### config.mk
export PLATFORM = sky130hd
export DESIGN_NAME = stepgen_vel_ramp_flat
export DESIGN_NICKNAME = d
export VERILOG_FILES = /design/src/rtl/stepgen_vel_ramp_if.sv /design/src/rtl/stepgen_vel_ramp.sv /design/src/flat_wrapper.sv
export SDC_FILE = /design/constraint.sdc
export NUM_CORES = 1
export LEC_CHECK = 0
export CAP_MARGIN = 20
export CORE_MARGIN = 10
export CORE_UTILIZATION = 52
export DETAILED_ROUTE_END_ITERATION = 8
export PLACE_DENSITY = 0.77
export SETUP_SLACK_MARGIN = 0.3
export SLEW_MARGIN = 10
export SYNTH_ARGS = -nofsm -noshare
export SYNTH_HDL_FRONTEND = slang
export SYNTH_SLANG_ARGS = --single-unit
export TNS_END_PERCENT = 50
### constraint.sdc
create_clock -name clk -period 5.55 [get_ports clk]
set_input_delay 1.3875 -clock clk [delete_from_list [all_inputs] [get_ports clk]]
set_output_delay 1.3875 -clock clk [all_outputs]
set_load 0.05 [all_outputs]
### src/rtl/stepgen_vel_ramp_if.sv
// stepgen_vel_ramp_if: host command / stepgen drive bundle for the velocity ramp stage
// master (host): drives cmd_valid, cmd_vel, cmd_accel, tick_div, wd_timeout
// slave (ramp):  drives velocity, enable, at_target, wd_tripped
interface stepgen_vel_ramp_if #(
  parameter int F  = 10,
  parameter int A  = 8,
  parameter int D  = 8,
  parameter int WD = 16
);
  logic              cmd_valid;
  logic signed [F:0] cmd_vel;
  logic [A-1:0]      cmd_accel;
  logic [D-1:0]      tick_div;
  logic [WD-1:0]     wd_timeout;
  logic signed [F:0] velocity;
  logic              enable;
  logic              at_target;
  logic              wd_tripped;
  modport master (
    output cmd_valid, cmd_vel, cmd_accel, tick_div, wd_timeout,
    input  velocity, enable, at_target, wd_tripped
  );
  modport slave (
    input  cmd_valid, cmd_vel, cmd_accel, tick_div, wd_timeout,
    output velocity, enable, at_target, wd_tripped
  );
endinterface

### src/rtl/stepgen_vel_ramp.sv
// stepgen_vel_ramp: latches host velocity commands and slews stepgen velocity toward them with a watchdog stop
// clk, rst_n (sync, active low)
// bus.cmd_valid/cmd_vel/cmd_accel : command strobe, signed target, max step per ramp tick
// bus.tick_div                    : ramp tick every tick_div+1 cycles
// bus.wd_timeout                  : watchdog reload in cycles, 0 disables
// bus.velocity/enable             : registered drive to stepgen
// bus.at_target/wd_tripped        : status
module stepgen_vel_ramp #(
  parameter int F  = 10,
  parameter int A  = 8,
  parameter int D  = 8,
  parameter int WD = 16
) (
  input logic clk,
  input logic rst_n,
  stepgen_vel_ramp_if.slave bus
);
  typedef enum logic [1:0] {IDLE, RUN, STOPPING, TRIPPED} state_t;
  state_t state, state_nx;
  logic signed [F:0] vel, tgt, cmd_clamped, eff_tgt, vel_nx;
  logic [A-1:0] acc;
  logic [D-1:0] pre;
  logic [WD-1:0] wd;
  logic [F+1:0] diff, mag;
  logic [F:0] step;
  logic active, tick, expire;
  assign active = state == RUN || state == STOPPING;
  assign tick = active && pre == '0;
  // the decrement that lands on zero is the expiry; a command that same cycle overrides it
  assign expire = state == RUN && bus.wd_timeout != '0 && wd <= WD'(1) && !bus.cmd_valid;
  // -2^F has no positive counterpart, so pull it in to keep the range symmetric
  assign cmd_clamped = bus.cmd_vel == {1'b1, {F{1'b0}}} ? {1'b1, {(F-1){1'b0}}, 1'b1} : bus.cmd_vel;
  assign eff_tgt = state == STOPPING ? '0 : tgt;
  // one extra bit so target - velocity cannot wrap
  assign diff = {eff_tgt[F], eff_tgt} - {vel[F], vel};
  assign mag = diff[F+1] ? -diff : diff;
  assign step = diff[F+1] ? -(F+1)'(acc) : (F+1)'(acc);
  assign vel_nx = (acc == '0 || mag <= (F+2)'(acc)) ? eff_tgt : vel + step;
  always_comb begin
    state_nx = state;
    state_nx = bus.cmd_valid ? RUN :
               expire ? STOPPING :
               (state == STOPPING && vel == '0) ? TRIPPED : state;
  end
  always_ff @(posedge clk) begin
    if (!rst_n) begin
      state <= IDLE;
      vel <= '0;
      tgt <= '0;
      acc <= '0;
      pre <= '0;
      wd <= '0;
    end else begin
      state <= state_nx;
      if (bus.cmd_valid) begin
        tgt <= cmd_clamped;
        acc <= bus.cmd_accel;
      end
      pre <= !active ? '0 : tick ? bus.tick_div : pre - D'(1);
      wd <= bus.cmd_valid ? bus.wd_timeout : (state == RUN && wd != '0) ? wd - WD'(1) : wd;
      vel <= state == TRIPPED ? '0 : tick ? vel_nx : vel;
    end
  end
  assign bus.velocity = vel;
  assign bus.enable = active;
  assign bus.at_target = vel == tgt;
  assign bus.wd_tripped = state == STOPPING || state == TRIPPED;
endmodule
### src/flat_wrapper.sv
// flat-port wrapper written by rule: the top's interface ports become plain ports
module stepgen_vel_ramp_flat 
#(
  parameter int F  = 10,
  parameter int A  = 8,
  parameter int D  = 8,
  parameter int WD = 16
)
  (clk, rst_n, bus_cmd_valid, bus_cmd_vel, bus_cmd_accel, bus_tick_div, bus_wd_timeout, bus_velocity, bus_enable, bus_at_target, bus_wd_tripped);
  stepgen_vel_ramp_if #(.F(F), .A(A), .D(D), .WD(WD)) bus_i ();
  input logic clk;
  input logic rst_n;
  input wire logic [$bits(bus_i.cmd_valid)-1:0] bus_cmd_valid;
  input wire logic [$bits(bus_i.cmd_vel)-1:0] bus_cmd_vel;
  input wire logic [$bits(bus_i.cmd_accel)-1:0] bus_cmd_accel;
  input wire logic [$bits(bus_i.tick_div)-1:0] bus_tick_div;
  input wire logic [$bits(bus_i.wd_timeout)-1:0] bus_wd_timeout;
  output wire logic [$bits(bus_i.velocity)-1:0] bus_velocity;
  output wire logic [$bits(bus_i.enable)-1:0] bus_enable;
  output wire logic [$bits(bus_i.at_target)-1:0] bus_at_target;
  output wire logic [$bits(bus_i.wd_tripped)-1:0] bus_wd_tripped;
  assign bus_i.cmd_valid = bus_cmd_valid;
  assign bus_i.cmd_vel = bus_cmd_vel;
  assign bus_i.cmd_accel = bus_cmd_accel;
  assign bus_i.tick_div = bus_tick_div;
  assign bus_i.wd_timeout = bus_wd_timeout;
  assign bus_velocity = bus_i.velocity;
  assign bus_enable = bus_i.enable;
  assign bus_at_target = bus_i.at_target;
  assign bus_wd_tripped = bus_i.wd_tripped;
  stepgen_vel_ramp #(.F(F), .A(A), .D(D), .WD(WD)) u_core (.clk(clk), .rst_n(rst_n), .bus(bus_i));
endmodule
==> metrics.txt <==
status=finished clean; Placer Congestion=0.9749; largest net degree at the start of global routing=27; Clk Latency, worst-skew pair=0.31 ns; R2R Setup Slk=0.64 ns; Worst Tran Pin Value=0.8770 ns; clk root buf=clkbuf_8; clock transition at the registers of the reported paths=0.10 ns; cts bufs inserted=5; end of the worst hold path=u_core.pre[6]; Critical Path Max Stage Delay=0.46 ns; RSZ-0062 raised after global routing=no; leading cell types in the layout, fill and taps excluded=nor2_1 (65), clkdlybuf4s50_1 (59), dfxtp_1 (56), a21oi_1 (44), xnor2_1 (43); Int Power=1.010 mW; Switching Power=0.7942 mW; Worst Path Buf+Inv=1; Hold Crit Depth=2; hold_sp=u_core.pre[6]; sequential share of the synthesized area=25.97%; global-route wire length before repair=19.35 mm; Post-Synth Adder-Cell Area=11.65%; Sw Share=44.02%; Antenna Nets Post-Route=0; reg2reg end=u_core.bus.velocity[10]; Synth Flop Type=dfxtp_1; DRT iter0 DRCs=256; vias per cell=5.805; Max-Cap Viols=0; Worst path top cell family by delay=compound AO/OA/AOI/OAI gates; syn_area_per_cell=8.053 µm²; Core Box Area=8134 µm²; crit path cell chain=inv_1 > ha_2 > nor2b_1 > ha_1 > and2_1 > or3_1 > o211ai_4 > a21o_4 > o21ai_1 > fa_1 > a21o_1 > a21oi_1 > a2bb2oi_2 > a211oi_1 > a21o_1 > a21oi_1 > xor2_1 > and4b_2 > o31a_1; Placed Instance Area=4990 µm²; setup TNS=0 ns; synthesized area=4317 µm²; crit path DAT=5.12 ns; leading cell type in the layout, fill and taps excluded=nor2_1; antenna violations before repair=0; clk buf depth=2; synth top area cells=dfxtp_1 (26%), ha_1 (11%), xnor2_1 (8.7%); initial cell density of the core=53.07%; total global-route track usage=18.07%; #FFs+latches synth=56; Synth area leader=dfxtp_1; Routed WL=11.46 mm; CP max FO=15; TritonCTS clock tree=yes; VDD IR max=0.1590 mV; Post-Syn Instances=536; xor and xnor area share after synthesis=10.96%; clk_skew=0.008564 ns; Post-synth EDFFs=0; FMAX=0.2038 GHz; Max H-tree Level=2; full die area=12350 µm²; drt pass-1 iters=5; Pleak=2.092 nW; syn_nets=621; vias in the first global route=4022; complex-gate fraction of the synthesized area=18.84%; post-synth cell types=62; area grow syn2layout=18.32%; Synth top area share=25.97%; async set-reset flop share out of synthesis=0%; startpoint class of the critical path=flip-flop; endpoints failing setup=0; largest family of logic cells by synthesized area=simple AND/OR/NAND/NOR gates; IO Port Bufs=59; total grt overflow=0; Final HPWL DP=9.308 mm; Die H=111.1 µm; drc violations=0; critical setup path kind=flip-flop to flip-flop; FP Rows=33; Clock Power Share=12.4%; RR Startpoint=u_core.state[0]; Synth Area in Simple Gates=21.28%; Ys Warns=0; Final Max Tran Viols=0; Tmin final=4.906 ns; Hold Crit Class=flip-flop to flip-flop; share of total power in sequential cells=27.5%; CTS Sinks=56; Worst path slowest cell=fa_1; Critical Path RT=5.77 ns; I/O pins=60; final instance area=5107 µm²; final hold vios=0; Tcrit/Tclk final=88.40%; routed vias=4029; CP endpoint kind=flip-flop; layout cell share with drive strength beyond 1=5.093%; Reg2Reg Depth=19; WL/cell=16.51 µm; PD cells=353.3 nW/µm²; n_diodes=0; mux share of post-synthesis cell area=6.609%; die width=111.1 µm; # nets final=673; Slew headroom=41.35%; combinational share of power=60.1%
==> registers in the layout (all words and copies together) (netlist names) <==
register             cells
u_core.tgt              11
u_core.pre               8
u_core.bus.velocity     11
u_core.wd               16
u_core.state             2
u_core.acc               8
==> cells by family after synthesis <==
| family | Yosys count |
|---|---|
| xor gates and xnor gates | 54 |
| AOI/OAI and AO/OA | 125 |
| muxes | 28 |
| and+or+nand+nor | 182 |
| DFF | 56 |
| buffers and inverters | 52 |
| adders and majority gates | 39 |
==> worst max-delay path by stage <==
stage / startpoint / to / slack [ns] / depth (start not counted)
after CTS: u_core.state[0] / u_core.bus.velocity[10] / 0.34 / 19
after global routing: u_core.state[0] / u_core.bus.velocity[10] / 0.28 / 19
after detailed placement: u_core.state[0] / u_core.bus.velocity[10] / 0.25 / 19
after floorplan: u_core.state[0] / u_core.bus.velocity[10] / 0.67 / 21
after global placement: u_core.state[0] / u_core.bus.velocity[10] / 0.57 / 19
final: u_core.state[0] / u_core.bus.velocity[10] / 0.64 / 19
==> stage by stage <==
| step | utilization [%] | std cells | hold WS, ns | power (mW) | setup WS (ns) |
|---|---|---|---|---|---|
| 2_1_floorplan | - | 536 | 0.4373 | 1.308 | 0.6735 |
| 3_3_place_gp | 61.34 | 686 | 0.4638 | 1.518 | 0.5717 |
| 3_5_place_dp | 61.34 | 686 | 0.4753 | 1.553 | 0.2455 |
| 4_1_cts | 62.45 | 694 | 0.4888 | 1.784 | 0.3411 |
| 5_1_grt | 62.79 | 694 | 0.5138 | 1.952 | 0.2784 |
| 6_report | 62.79 | 694 | 0.4898 | 1.804 | 0.6435 |
==> what timing repair did <==
| action | in CTS | in global routing |
|---|---|---|
| resized for setup | 1 | 6 |
| hold buffers | 0 | 0 |
| endpoints found under the setup margin | 1 | 2 |
| cloned | 0 | 0 |
| setup buffers | 0 | 0 |
==> final cells by class <==
| class | instances | area, µm² |
|---|---|---|
| well taps | 105 | 131.4 |
| repair buffers | 62 | 613.1 |
| multi-input cells | 428 | 3022 |
| fillers | 700 | 3027 |
| inverters | 35 | 131.4 |
| flip-flops and latches | 56 | 1121 |
| clock inverters | 2 | 16.27 |
| clock buffers | 6 | 72.57 |
==> layer usage <==
layer	track usage [%]	routed length, µm	share of wire [%]
met1	23.48	5316	46
met2	29.05	5130	45
met3	3.950	730	6.4
met4	5.484	283	2.5
met5	0	0	0
==> cells in the mapped netlist (all sizes together), types with 2 or more instances <==
cell type / instances
and4b: 2
or2: 3
nor2: 65
a211oi: 11
o221ai: 3
nand2b: 7
and2: 4
o211ai: 4
fa: 2
nor3b: 2
buf: 3
a21oi: 45
o31a: 2
nor4: 11
xnor2: 43
a221oi: 2
inv: 34
nand4: 10
clkbuf: 14
nand3b: 3
or4: 2
a21o: 7
o311a: 2
o21ai: 29
xor2: 11
o21a: 4
mux2i: 27
and3: 3
dfxtp: 56
o22ai: 4
or3: 4
nor3: 15
nor2b: 15
nand2: 26
ha: 37
nand3: 7
nor4b: 2
==> worst reg2reg max path, cell delays in order, from the launching register on <==
cell       delay [ns]
dfxtp_1          0.41
inv_1            0.07
ha_2             0.27
nor2b_1          0.18
ha_1             0.32
and2_1           0.21
or3_1            0.39
o211ai_4         0.26
a21o_4           0.24
o21ai_1          0.14
fa_1             0.46
a21o_1           0.18
a21oi_1          0.26
a2bb2oi_2        0.22
a211oi_1         0.13
a21o_1           0.19
a21oi_1          0.19
xor2_1           0.19
and4b_2          0.24
o31a_1           0.26
==> power by group through the flow <==
stage                     Sequential (mW)  Combinational [mW]  Clock, mW
after floorplan                     0.530               0.778          0
after global placement              0.503                1.02          0
after detailed placement            0.505                1.05          0
after CTS                           0.495                1.06      0.228
after global routing                0.502                1.20      0.245
final                               0.496                1.08      0.224
No activity file was read; power rests on OpenSTA's default activity.
